[src/rtl/bcd_pkg.sv]
// Shared types and constants for the decimal (BCD) arithmetic datapath.
package bcd_pkg;

  typedef logic [3:0] bcd_digit_t;

  localparam bcd_digit_t BCD_MAX  = 4'd9;
  localparam logic [4:0] BCD_BASE = 5'd10;

  typedef enum logic [1:0] {
    IDLE = 2'd0,
    RUN  = 2'd1,
    DONE = 2'd2
  } sub_state_e;

  // A nibble above 9 is not a legal BCD digit.
  function automatic logic digit_invalid(input bcd_digit_t d);
    return (d > BCD_MAX);
  endfunction

endpackage

[src/rtl/bcd_digit_sub.sv]
// Single-digit BCD subtractor: d = a - b - bin, borrowing 10 when negative.
// Purely combinational; shared across all digit cycles of the serial top.
module bcd_digit_sub
  import bcd_pkg::*;
(
  input  bcd_digit_t a,
  input  bcd_digit_t b,
  input  logic       bin,
  output bcd_digit_t d,
  output logic       bout
);

  // 5-bit signed difference covers -16..+15, enough even for invalid nibbles.
  logic [4:0] t;

  // Form the raw difference and fold negative values back into 0..9.
  always_comb begin
    t = {1'b0, a} - {1'b0, b} - {4'b0000, bin};
    if (t[4]) begin
      d    = bcd_digit_t'(t + BCD_BASE);
      bout = 1'b1;
    end else begin
      d    = t[3:0];
      bout = 1'b0;
    end
  end

endmodule

[src/rtl/bcd_sub_serial.sv]
// Digit-serial N-digit BCD subtractor, LSD first, one digit per clock.
// Handshake: start is sampled only in IDLE; busy is high in RUN and DONE;
// done is a one-cycle pulse in DONE, and diff/bout/err are valid from that
// cycle until the next DONE. start while busy is dropped, never queued.
// Optional invalid-digit checking is compiled in with BCD_SUB_CHECK_EN.
module bcd_sub_serial
  import bcd_pkg::*;
#(
  parameter int DIGITS = 4
) (
  input  logic                clk,
  input  logic                rst,
  input  logic                start,
  input  logic [4*DIGITS-1:0] a,
  input  logic [4*DIGITS-1:0] b,
  input  logic                bin,
  output logic                busy,
  output logic                done,
  output logic [4*DIGITS-1:0] diff,
  output logic                bout,
  output logic                err,
  output logic [1:0]          dbg_state
);

  localparam int W     = 4 * DIGITS;
  localparam int IDX_W = (DIGITS > 1) ? $clog2(DIGITS) : 1;
  localparam logic [IDX_W-1:0] LAST_IDX = IDX_W'(DIGITS - 1);

  sub_state_e       state_q, state_d;
  logic [IDX_W-1:0] idx_q, idx_d;
  logic [W-1:0]     a_sh_q, a_sh_d;
  logic [W-1:0]     b_sh_q, b_sh_d;
  logic [W-1:0]     res_q, res_d;
  logic             brw_q, brw_d;
  logic [W-1:0]     diff_q, diff_d;
  logic             bout_q, bout_d;
`ifdef BCD_SUB_CHECK_EN
  logic             err_run_q, err_run_d;
  logic             err_q, err_d;
`endif

  bcd_digit_t dig_d;
  logic       dig_bout;

  // Operands shift right so the current digit always sits in the low nibble.
  bcd_digit_sub u_digit (
    .a    (a_sh_q[3:0]),
    .b    (b_sh_q[3:0]),
    .bin  (brw_q),
    .d    (dig_d),
    .bout (dig_bout)
  );

  // Next-state and datapath: latch on start, one digit per RUN cycle, publish on exit.
  always_comb begin
    state_d = state_q;
    idx_d   = idx_q;
    a_sh_d  = a_sh_q;
    b_sh_d  = b_sh_q;
    res_d   = res_q;
    brw_d   = brw_q;
    diff_d  = diff_q;
    bout_d  = bout_q;
`ifdef BCD_SUB_CHECK_EN
    err_run_d = err_run_q;
    err_d     = err_q;
`endif
    case (state_q)
      IDLE: begin
        if (start) begin
          a_sh_d  = a;
          b_sh_d  = b;
          brw_d   = bin;
          idx_d   = '0;
          res_d   = '0;
          state_d = RUN;
`ifdef BCD_SUB_CHECK_EN
          err_run_d = 1'b0;
`endif
        end
      end
      RUN: begin
        a_sh_d = a_sh_q >> 4;
        b_sh_d = b_sh_q >> 4;
        // New digit enters at the top; after DIGITS cycles digit 0 is in [3:0].
        res_d  = (res_q >> 4) | (W'(dig_d) << (W - 4));
        brw_d  = dig_bout;
`ifdef BCD_SUB_CHECK_EN
        err_run_d = err_run_q | digit_invalid(a_sh_q[3:0]) |
                    digit_invalid(b_sh_q[3:0]);
`endif
        if (idx_q == LAST_IDX) begin
          // Outputs load on the edge into DONE so they are valid with done.
          diff_d  = res_d;
          bout_d  = dig_bout;
          state_d = DONE;
`ifdef BCD_SUB_CHECK_EN
          err_d = err_run_d;
`endif
        end else begin
          idx_d = idx_q + IDX_W'(1);
        end
      end
      DONE: begin
        state_d = IDLE;
      end
      default: begin
        state_d = IDLE;
      end
    endcase
  end

  // State and datapath registers with synchronous reset.
  always_ff @(posedge clk) begin
    if (rst) begin
      state_q <= IDLE;
      idx_q   <= '0;
      a_sh_q  <= '0;
      b_sh_q  <= '0;
      res_q   <= '0;
      brw_q   <= 1'b0;
      diff_q  <= '0;
      bout_q  <= 1'b0;
`ifdef BCD_SUB_CHECK_EN
      err_run_q <= 1'b0;
      err_q     <= 1'b0;
`endif
    end else begin
      state_q <= state_d;
      idx_q   <= idx_d;
      a_sh_q  <= a_sh_d;
      b_sh_q  <= b_sh_d;
      res_q   <= res_d;
      brw_q   <= brw_d;
      diff_q  <= diff_d;
      bout_q  <= bout_d;
`ifdef BCD_SUB_CHECK_EN
      err_run_q <= err_run_d;
      err_q     <= err_d;
`endif
    end
  end

  assign busy      = (state_q != IDLE);
  assign done      = (state_q == DONE);
  assign diff      = diff_q;
  assign bout      = bout_q;
  assign dbg_state = state_q;
`ifdef BCD_SUB_CHECK_EN
  assign err       = err_q;
`else
  assign err       = 1'b0;
`endif

endmodule

[config.mk]
export PLATFORM = sky130hd
export DESIGN_NAME = bcd_sub_serial
export DESIGN_NICKNAME = d
export VERILOG_FILES = /design/src/rtl/bcd_pkg.sv /design/src/rtl/bcd_digit_sub.sv /design/src/rtl/bcd_sub_serial.sv
export SDC_FILE = /design/constraint.sdc
export NUM_CORES = 1
export LEC_CHECK = 0
export ABC_AREA = 1
export CELL_PAD_IN_SITES_DETAIL_PLACEMENT = 2
export CELL_PAD_IN_SITES_GLOBAL_PLACEMENT = 2
export CORE_ASPECT_RATIO = 0.6
export CORE_MARGIN = 1
export CORE_UTILIZATION = 30
export CTS_BUF_LIST = sky130_fd_sc_hd__clkbuf_4
export DETAILED_ROUTE_END_ITERATION = 8
export GPL_ROUTABILITY_DRIVEN = 0
export PLACE_DENSITY_LB_ADDON = 0.1
export REMOVE_ABC_BUFFERS = 1
export SLEW_MARGIN = 15
export SYNTH_ARGS = -nofsm -noshare
export SYNTH_HDL_FRONTEND = slang
export SYNTH_SLANG_ARGS = --single-unit
[constraint.sdc]
create_clock -name clk -period 2.58 [get_ports clk]
set_clock_uncertainty 0.2 [all_clocks]
set_input_delay 0.516 -clock clk [delete_from_list [all_inputs] [get_ports clk]]
set_output_delay 0.516 -clock clk [all_outputs]
set_load 0.1 [all_outputs]
==> results of run 1 <==
==> power groups by stage <==
stage / Combinational (mW) / Sequential (mW) / Clock, mW
after floorplan: 0.258 / 1.13 / 0
after global placement: 0.424 / 1.13 / 0
after detailed placement: 0.443 / 1.13 / 0
after CTS: 0.445 / 1.11 / 0.578
after global routing: 0.502 / 1.11 / 0.618
final: 0.443 / 1.11 / 0.547
==> cell families (layout without fill, tap and decap cells) <==
logic type / Yosys count / in the layout / synth area share, %
other: 1 / 1 / 0.1327
AOI/OAI and AO/OA: 89 / 89 / 17.40
DFF: 66 / 66 / 46.77
xor gates and xnor gates: 1 / 1 / 0.3101
adders and majority gates: 10 / 10 / 4.960
and+or+nand+nor: 161 / 161 / 22.81
buffers and inverters: 48 / 106 / 7.618
==> cell usage in the layout (no fill, tap or decap) <==
| cell type | n |
|---|---|
| sky130_fd_sc_hd__nand2_1 | 133 |
| sky130_fd_sc_hd__dfxtp_1 | 66 |
| sky130_fd_sc_hd__clkdlybuf4s50_1 | 35 |
| sky130_fd_sc_hd__o21ai_0 | 30 |
| sky130_fd_sc_hd__buf_4 | 30 |
| sky130_fd_sc_hd__a21oi_1 | 26 |
| sky130_fd_sc_hd__a31oi_1 | 25 |
| sky130_fd_sc_hd__inv_1 | 24 |
| sky130_fd_sc_hd__nand3_1 | 15 |
| sky130_fd_sc_hd__clkbuf_4 | 11 |
| sky130_fd_sc_hd__ha_1 | 8 |
| sky130_fd_sc_hd__nor2_1 | 6 |
| sky130_fd_sc_hd__clkinv_1 | 4 |
| sky130_fd_sc_hd__nand2_2 | 3 |
| sky130_fd_sc_hd__nand2_4 | 2 |
| sky130_fd_sc_hd__o21bai_1 | 2 |
| sky130_fd_sc_hd__o21ai_1 | 2 |
| sky130_fd_sc_hd__fa_1 | 2 |
| sky130_fd_sc_hd__inv_4 | 1 |
| sky130_fd_sc_hd__a21o_1 | 1 |
| sky130_fd_sc_hd__xor2_1 | 1 |
| sky130_fd_sc_hd__nor2_4 | 1 |
| sky130_fd_sc_hd__nor3_1 | 1 |
| sky130_fd_sc_hd__a211oi_1 | 1 |
| sky130_fd_sc_hd__o21a_1 | 1 |
| sky130_fd_sc_hd__o211ai_1 | 1 |
| sky130_fd_sc_hd__conb_1 | 1 |
| sky130_fd_sc_hd__buf_12 | 1 |
==> what timing repair did <==
| action | CTS | global route |
|---|---|---|
| resized for setup | 0 | 4 |
| setup endpoints to repair | 0 | 7 |
| buffers inserted | 0 | 0 |
| hold buffers | 0 | 0 |
==> area by class of cell <==
cell class,count,area [um^2],area share [%]
Tap cell,130,162.7,4.553
Multi-Input combinational cell,262,1299,36.36
Clock inverter,2,7.507,0.2102
Clock buffer,11,82.58,2.312
Inverter,27,103.9,2.907
Sequential cell,66,1321,36.99
Timing Repair Buffer,66,595.6,16.67
==> registers in the layout, indices dropped and copies added (netlist names) <==
register,count
res_q,12
dbg_state,2
brw_q,1
a_sh_q,16
b_sh_q,16
bout,1
idx_q,2
diff,16
==> path summary, 6_finish.rpt <==
| path | startpoint | endpoint | slack [ns] | depth (start not counted) |
|---|---|---|---|---|
| max | b_sh_q[0] | diff[15] | 0.18 | 12 |
| min | res_q[4] | res_q[4] | 0.27 | 2 |
| max reg2reg | b_sh_q[0] | diff[15] | 0.18 | 12 |
| min reg2reg | res_q[4] | res_q[4] | 0.27 | 2 |
==> per-layer routing <==
layer | GRT usage [%] | vias to the layer above | share of wire [%]
met4 | 5.357 | 0 | 1.1
li1 | - | 1337 | -
met3 | 5.234 | 10 | 3.7
met2 | 27.87 | 40 | 42
met1 | 24.06 | 1265 | 53
met5 | 0 | - | 0
==> worst max-delay path, stage by stage, from the launching register on <==
cell and delay [ns]:
sky130_fd_sc_hd__dfxtp_1 0.34, sky130_fd_sc_hd__inv_1 0.05, sky130_fd_sc_hd__fa_1 0.44, sky130_fd_sc_hd__fa_1 0.41, sky130_fd_sc_hd__nand2_1 0.08, sky130_fd_sc_hd__nand2_1 0.09
sky130_fd_sc_hd__ha_1 0.20, sky130_fd_sc_hd__inv_1 0.07, sky130_fd_sc_hd__nand3_1 0.09, sky130_fd_sc_hd__nand2_1 0.07, sky130_fd_sc_hd__nand2_1 0.07, sky130_fd_sc_hd__o21bai_1 0.13
sky130_fd_sc_hd__inv_1 0.05
==> metrics by stage <==
stage,setup TNS (ns),util [%],cell area [um^2]
6_report,0,39.02,3572
5_1_grt,0,39.02,3572
4_1_cts,0,38.91,3562
3_5_place_dp,0,37.93,3472
3_3_place_gp,0,37.93,3472
2_1_floorplan,-5.673,-,2714
==> summary.json, run 1 <==
{
  "floorplanning": {
    "floorplan.initialDensity_pct": 30.86,
    "fp.dieW_um": 127.3,
    "die_area_um2": 9822,
    "io_pins": 58,
    "design.core.area_um2": 9155,
    "dieHeight_um": 77.17,
    "row_count": 27
  },
  "timing": {
    "final_report_max_slew_violation_count": 0,
    "post_route_clock_period_utilization_pct": 93.03,
    "achievable_frequency_mhz": 416.6,
    "setup_violators_final": 0,
    "whs_ns": 0.2680,
    "rsz0062_at_grt": "no",
    "finalCriticalPeriod_ns": 2.400,
    "final.setup.worst_slack_ns": 0.1798,
    "report.final.hold_viol_count": 0
  },
  "detailed_routing": {
    "detailedRoute.firstPassIterationCount": 4,
    "wl_per_cell_um": 14.32,
    "wl_mm": 8.078,
    "number_of_vias_per_cell": 4.702,
    "drc": 0,
    "antenna_violating_nets_post_route": 0,
    "route.vias.total": 2652,
    "detailedRoute.firstIterationViolations": 111
  },
  "yosys": {
    "synth_top_cell_by_area": "sky130_fd_sc_hd__dfxtp_1",
    "post-synth-top-count-cell": "sky130_fd_sc_hd__nand2_1",
    "synth.yosys.warnings": 0,
    "ys_top_cells_by_count": "sky130_fd_sc_hd__nand2_1, sky130_fd_sc_hd__dfxtp_1, sky130_fd_sc_hd__o21ai_0, sky130_fd_sc_hd__a21oi_1, sky130_fd_sc_hd__a31oi_1",
    "synth_top_flop_cell": "sky130_fd_sc_hd__dfxtp_1",
    "netlist-cell-type-count": 29,
    "post_synth.cell_area_avg_um2": 7.514,
    "top_cells_by_area_synth": "sky130_fd_sc_hd__dfxtp_1, sky130_fd_sc_hd__nand2_1, sky130_fd_sc_hd__a31oi_1",
    "synthCells": 376,
    "ys_ff_latch": 66,
    "yosysSeqAreaShare_pct": 46.77,
    "synth.cell_area_um2": 2825,
    "asyncSetResetFlopFracSynth_pct": 0,
    "synth_top_area_share_pct": 46.77,
    "number_of_enable_flip_flop_cells_after_synthesis": 0
  },
  "clocking": {
    "cts_made_buffers": 9,
    "tritoncts": "yes",
    "later_pin_clock_latency_in_the_skew_report_ns": 0.41,
    "clk_pin_slew_ns": 0.10,
    "cts.htree.levels": 3,
    "cts.path.max_buffers": 2,
    "clock_sinks": 66,
    "clk_root_buffer_cell": "sky130_fd_sc_hd__clkbuf_4"
  },
  "setup_path": {
    "start_kind": "flop",
    "required_ns": 2.69,
    "worstPathArrival_ns": 2.51,
    "crit_path_max_fanout": 3,
    "timing_worst_setup_path_type": "flop to flop",
    "timing.critical_path.to_type": "flop"
  },
  "final_layout": {
    "finish.cell_count_without_fillers": 564,
    "finalNetCount": 478,
    "area.growth.synth_to_final_pct": 26.44,
    "drive_above_1_share_pct": 11.29,
    "n_antenna_cell": 0,
    "filler_cell_count": 1074
  },
  "place": {
    "dp_hpwl_mm": 5.668,
    "dp_cells": 551,
    "port_buffers": 56,
    "place_worst_setup_slack_ns": 0.1090
  },
  "power_and_ir_drop": {
    "seq_power_share_pct": 52.8,
    "power_mw": 2.098,
    "power.clock.fraction_pct": 26.1,
    "internal_power_mw": 1.444,
    "pwr_density_cell_nw_per_um2": 587.3,
    "switchingPower_mw": 0.6539,
    "switching_share_pct": 31.17,
    "share_comb_of_total_power_pct": 21.1,
    "vdd_drop_max_mv": 0.2427,
    "p_leak_nw": 1.517
  },
  "outcome": {
    "run_status": "finished clean"
  },
  "grt": {
    "remaining_global_route_overflow": 0,
    "grtUsageTotal_pct": 17.99,
    "grt_start_max_net_pins": 51,
    "grt_first_pass_wirelength_mm": 13.51,
    "number_of_antenna_violations_at_the_first_check_in_global_routing": 0,
    "first_global_vias": 2739
  },
  "worst_hold_path": {
    "class_of_the_most_critical_hold_timing_path": "flop to flop"
  },
  "flow_run": {
    "maxCapViolations": 0
  }
}
Note: power is estimated with default switching activity, not from simulation.
==> run 2, diff against run 1 <==
--- a/config.mk
+++ b/config.mk
@@ -10,7 +10,7 @@
 export CELL_PAD_IN_SITES_GLOBAL_PLACEMENT = 2
 export CORE_ASPECT_RATIO = 0.6
 export CORE_MARGIN = 1
-export CORE_UTILIZATION = 30
+export CORE_UTILIZATION = 27
 export CTS_BUF_LIST = sky130_fd_sc_hd__clkbuf_4
 export DETAILED_ROUTE_END_ITERATION = 8
 export GPL_ROUTABILITY_DRIVEN = 0
==> constraint.sdc (replaced) <==
create_clock -name clk -period 2.04 [get_ports clk]
set_clock_uncertainty 0.2 [all_clocks]
set_input_delay 0.408 -clock clk [delete_from_list [all_inputs] [get_ports clk]]
set_output_delay 0.408 -clock clk [all_outputs]
set_load 0.1 [all_outputs]
==> summary.json, run 2 (synthesis results as in run 1) <==
{
  "setup_path": {
    "worstPathArrival": {"value": 2.41, "unit": "ns", "change": "-0.10 ns"},
    "required": {"value": 2.19, "unit": "ns", "change": "-0.50 ns"},
    "timing.reg2reg.worst_path_depth": {"value": 12, "change": "unchanged"},
    "start_kind": "flop",
    "critPathSlowestCell": "sky130_fd_sc_hd__fa_2",
    "timing_worst_setup_path_type": "flop to flop",
    "max_stage_delay": {"value": 0.39, "unit": "ns", "change": "-0.05 ns"},
    "worstReg2RegStart": "b_sh_q[0]",
    "timing.critical_path.max_delay_family": "adder cells",
    "timing.critical_path.to_type": "flop",
    "crit_path_max_fanout": {"value": 3, "change": "unchanged"},
    "crit_buf_inv": {"value": 4, "change": "+1"},
    "critical_path.cell_chain": "inv_2 -> fa_2 -> fa_2 -> inv_2 -> nand2_4 -> nand2_4 -> nand3_4 -> buf_6 -> nand3_1 -> nand2_2 -> o21bai_4 -> inv_2",
    "cp_common_cell": "sky130_fd_sc_hd__inv_2",
    "r2r_slack": {"value": -0.23, "unit": "ns", "change": "-0.41 ns"},
    "rr_endpoint": "diff[13]"
  },
  "detailed_routing": {
    "drc": {"value": 0, "change": "unchanged"},
    "route.vias.total": {"value": 2723, "change": "+2.7%"},
    "detailedRoute.firstPassIterationCount": {"value": 4, "change": "unchanged"},
    "wl": {"value": 8.841, "unit": "mm", "change": "+9.4%"},
    "number_of_vias_per_cell": {"value": 4.687, "change": "-0.33%"},
    "wl_per_cell": {"value": 15.22, "unit": "um", "change": "+6.2%"},
    "detailedRoute.firstIterationViolations": {"value": 100, "change": "-9.9%"},
    "antenna_violating_nets_post_route": {"value": 0, "change": "unchanged"}
  },
  "flow_run": {
    "maxCapViolations": {"value": 0, "change": "unchanged"}
  },
  "final_layout": {
    "layout_common_cells": "sky130_fd_sc_hd__nand2_1, sky130_fd_sc_hd__dfxtp_1, sky130_fd_sc_hd__clkdlybuf4s50_1",
    "n_antenna_cell": {"value": 0, "change": "unchanged"},
    "area.growth.synth_to_final_pct": 45.08,
    "drive_above_1_share": {"value": 22.42, "unit": "%", "change": "+11 points"},
    "finalNetCount": {"value": 487, "change": "+1.9%"},
    "filler_cell_count": {"value": 1126, "change": "+4.8%"},
    "final_common_cell": "sky130_fd_sc_hd__nand2_1",
    "finalCoreUtilization": {"value": 40.91, "unit": "%", "change": "+1.9 points"},
    "final-seq-area": {"value": 1328, "unit": "um^2", "change": "+0.47%"},
    "multiInputGateArea": {"value": 1449, "unit": "um^2", "change": "+12%"},
    "final_design_area_no_fill": {"value": 4099, "unit": "um^2", "change": "+15%"}
  },
  "clocking": {
    "clock_sinks": {"value": 66, "change": "unchanged"},
    "clk_root_buffer_cell": "sky130_fd_sc_hd__clkbuf_4",
    "cts_made_buffers": {"value": 9, "change": "unchanged"},
    "tritoncts": "yes",
    "clk_pin_slew": {"value": 0.11, "unit": "ns", "change": "about the same"},
    "cts.htree.levels": {"value": 3, "change": "unchanged"},
    "cts-hold-fix-buffers": {"value": 0, "change": "unchanged"},
    "later_pin_clock_latency_in_the_skew_report": {"value": 0.44, "unit": "ns", "change": "+0.03 ns"},
    "cts.path.max_buffers": {"value": 2, "change": "unchanged"}
  },
  "timing": {
    "setup_violators_final": {"value": 8, "change": "+8"},
    "final_report_max_slew_violation_count": {"value": 0, "change": "unchanged"},
    "whs": {"value": 0.2717, "unit": "ns", "change": "+0.003758 ns"},
    "post_route_clock_period_utilization": {"value": 111.2, "unit": "%", "change": "+18 points"},
    "achievable_frequency": {"value": 441.0, "unit": "MHz", "change": "+5.8%"},
    "rsz0062_at_grt": "yes",
    "finalCriticalPeriod": {"value": 2.268, "unit": "ns", "change": "-0.1326 ns"},
    "final.setup.worst_slack": {"value": -0.2275, "unit": "ns", "change": "-0.4074 ns"},
    "report.final.hold_viol_count": {"value": 0, "change": "unchanged"}
  },
  "power_and_ir_drop": {
    "p_leak": {"value": 1.662, "unit": "nW", "change": "+9.5%"},
    "vdd_drop_max": {"value": 0.2451, "unit": "mV", "change": "+1.0%"},
    "pwr_density_cell": {"value": 715.3, "unit": "nW/um^2", "change": "+22%"},
    "power": {"value": 2.932, "unit": "mW", "change": "+40%"}
  },
  "grt": {
    "grt_first_pass_wirelength": {"value": 14.47, "unit": "mm", "change": "+7.1%"},
    "remaining_global_route_overflow": {"value": 0, "change": "unchanged"},
    "grt_start_max_net_pins": {"value": 51, "change": "unchanged"},
    "grtUsageTotal": {"value": 17.73, "unit": "%", "change": "-0.25 points"},
    "first_global_vias": {"value": 2866, "change": "+4.6%"},
    "number_of_antenna_violations_at_the_first_check_in_global_routing": {"value": 0, "change": "unchanged"}
  },
  "outcome": {
    "failed_checks": "setup timing",
    "run_status": "finished, violations left"
  },
  "floorplanning": {
    "design.core.area": {"value": 10020, "unit": "um^2", "change": "+9.4%"},
    "floorplan.initialDensity": {"value": 28.20, "unit": "%", "change": "-2.7 points"},
    "io_pins": {"value": 58, "change": "unchanged"},
    "dieHeight": {"value": 81.24, "unit": "um", "change": "+5.3%"},
    "row_count": {"value": 28, "change": "+3.7%"},
    "fp.dieW": {"value": 134.1, "unit": "um", "change": "+5.3%"},
    "die_area": {"value": 10890, "unit": "um^2", "change": "+11%"}
  },
  "place": {
    "place_worst_setup_slack": {"value": -0.4949, "unit": "ns", "change": "-0.6039 ns"},
    "dp_hpwl": {"value": 6.186, "unit": "mm", "change": "+9.1%"},
    "port_buffers": {"value": 56, "change": "unchanged"},
    "detailed_place.area": {"value": 3806, "unit": "um^2", "change": "+9.6%"}
  },
  "worst_hold_path": {
    "hold_start": "res_q[4]",
    "min_path_cells": {"value": 2, "change": "unchanged"},
    "class_of_the_most_critical_hold_timing_path": "flop to flop",
    "hold_path_end": "diff[0]"
  }
}
[run 2: cell type report]
class / count / share of cell area, %
clock buffers: 9 / 1.648
clock inverters: 7 / 0.8852
inverters: 27 / 2.534
multi-input cells: 262 / 35.35
flip-flops and latches: 66 / 32.39
well taps: 135 / 4.121
repair buffers: 75 / 23.08
[run 2: routing by layer]
| metal | vias to the layer above | part of all wire [%] | global-route usage (%) |
|---|---|---|---|
| li1 | 1364 | - | - |
| met4 | 0 | 1.2 | 6.404 |
| met2 | 47 | 43 | 27.15 |
| met3 | 12 | 3.8 | 4.931 |
| met5 | - | 0 | 0 |
| met1 | 1300 | 52 | 23.90 |
[run 2: through the flow]
stage	setup TNS, ns	instances
after floorplan	-38.21	355
after global placement	-2.070	563
after detailed placement	-3.336	563
after CTS	-1.321	581
after global routing	-2.150	581
final	-1.431	581
[run 2: power breakdown]
part,internal [mW],switching [mW]
clock network,0.235,0.492
registers,1.36,0.0410
logic,0.340,0.465
[run 2: timing repair]
item | CTS | global route
gates cloned | 0 | 0
gates resized for setup | 30 | 26
pin swaps | 12 | 17
endpoints found under the hold margin | 0 | 0
setup endpoints to repair | 9 | 9
buffers inserted | 2 | 0
[run 2: worst min-delay path, delay by kind of cell, from the launching register on]
family | cells | cell delay, ns
DFF | 1 | 0.33
AOI/OAI and AO/OA | 1 | 0.05
and+or+nand+nor | 1 | 0.06
[run 2: worst max path at each step]
| stage | from | endpoint | slack (ns) | cells past startpoint |
|---|---|---|---|---|
| floorplan | dbg_state[1] | done | -1.06 | 2 |
| global placement | b_sh_q[0] | diff[15] | -0.31 | 13 |
| detailed placement | b_sh_q[0] | diff[14] | -0.49 | 12 |
| CTS | brw_q | diff[13] | -0.23 | 13 |
| global route | b_sh_q[0] | diff[15] | -0.31 | 13 |
| finish | b_sh_q[0] | diff[13] | -0.23 | 12 |
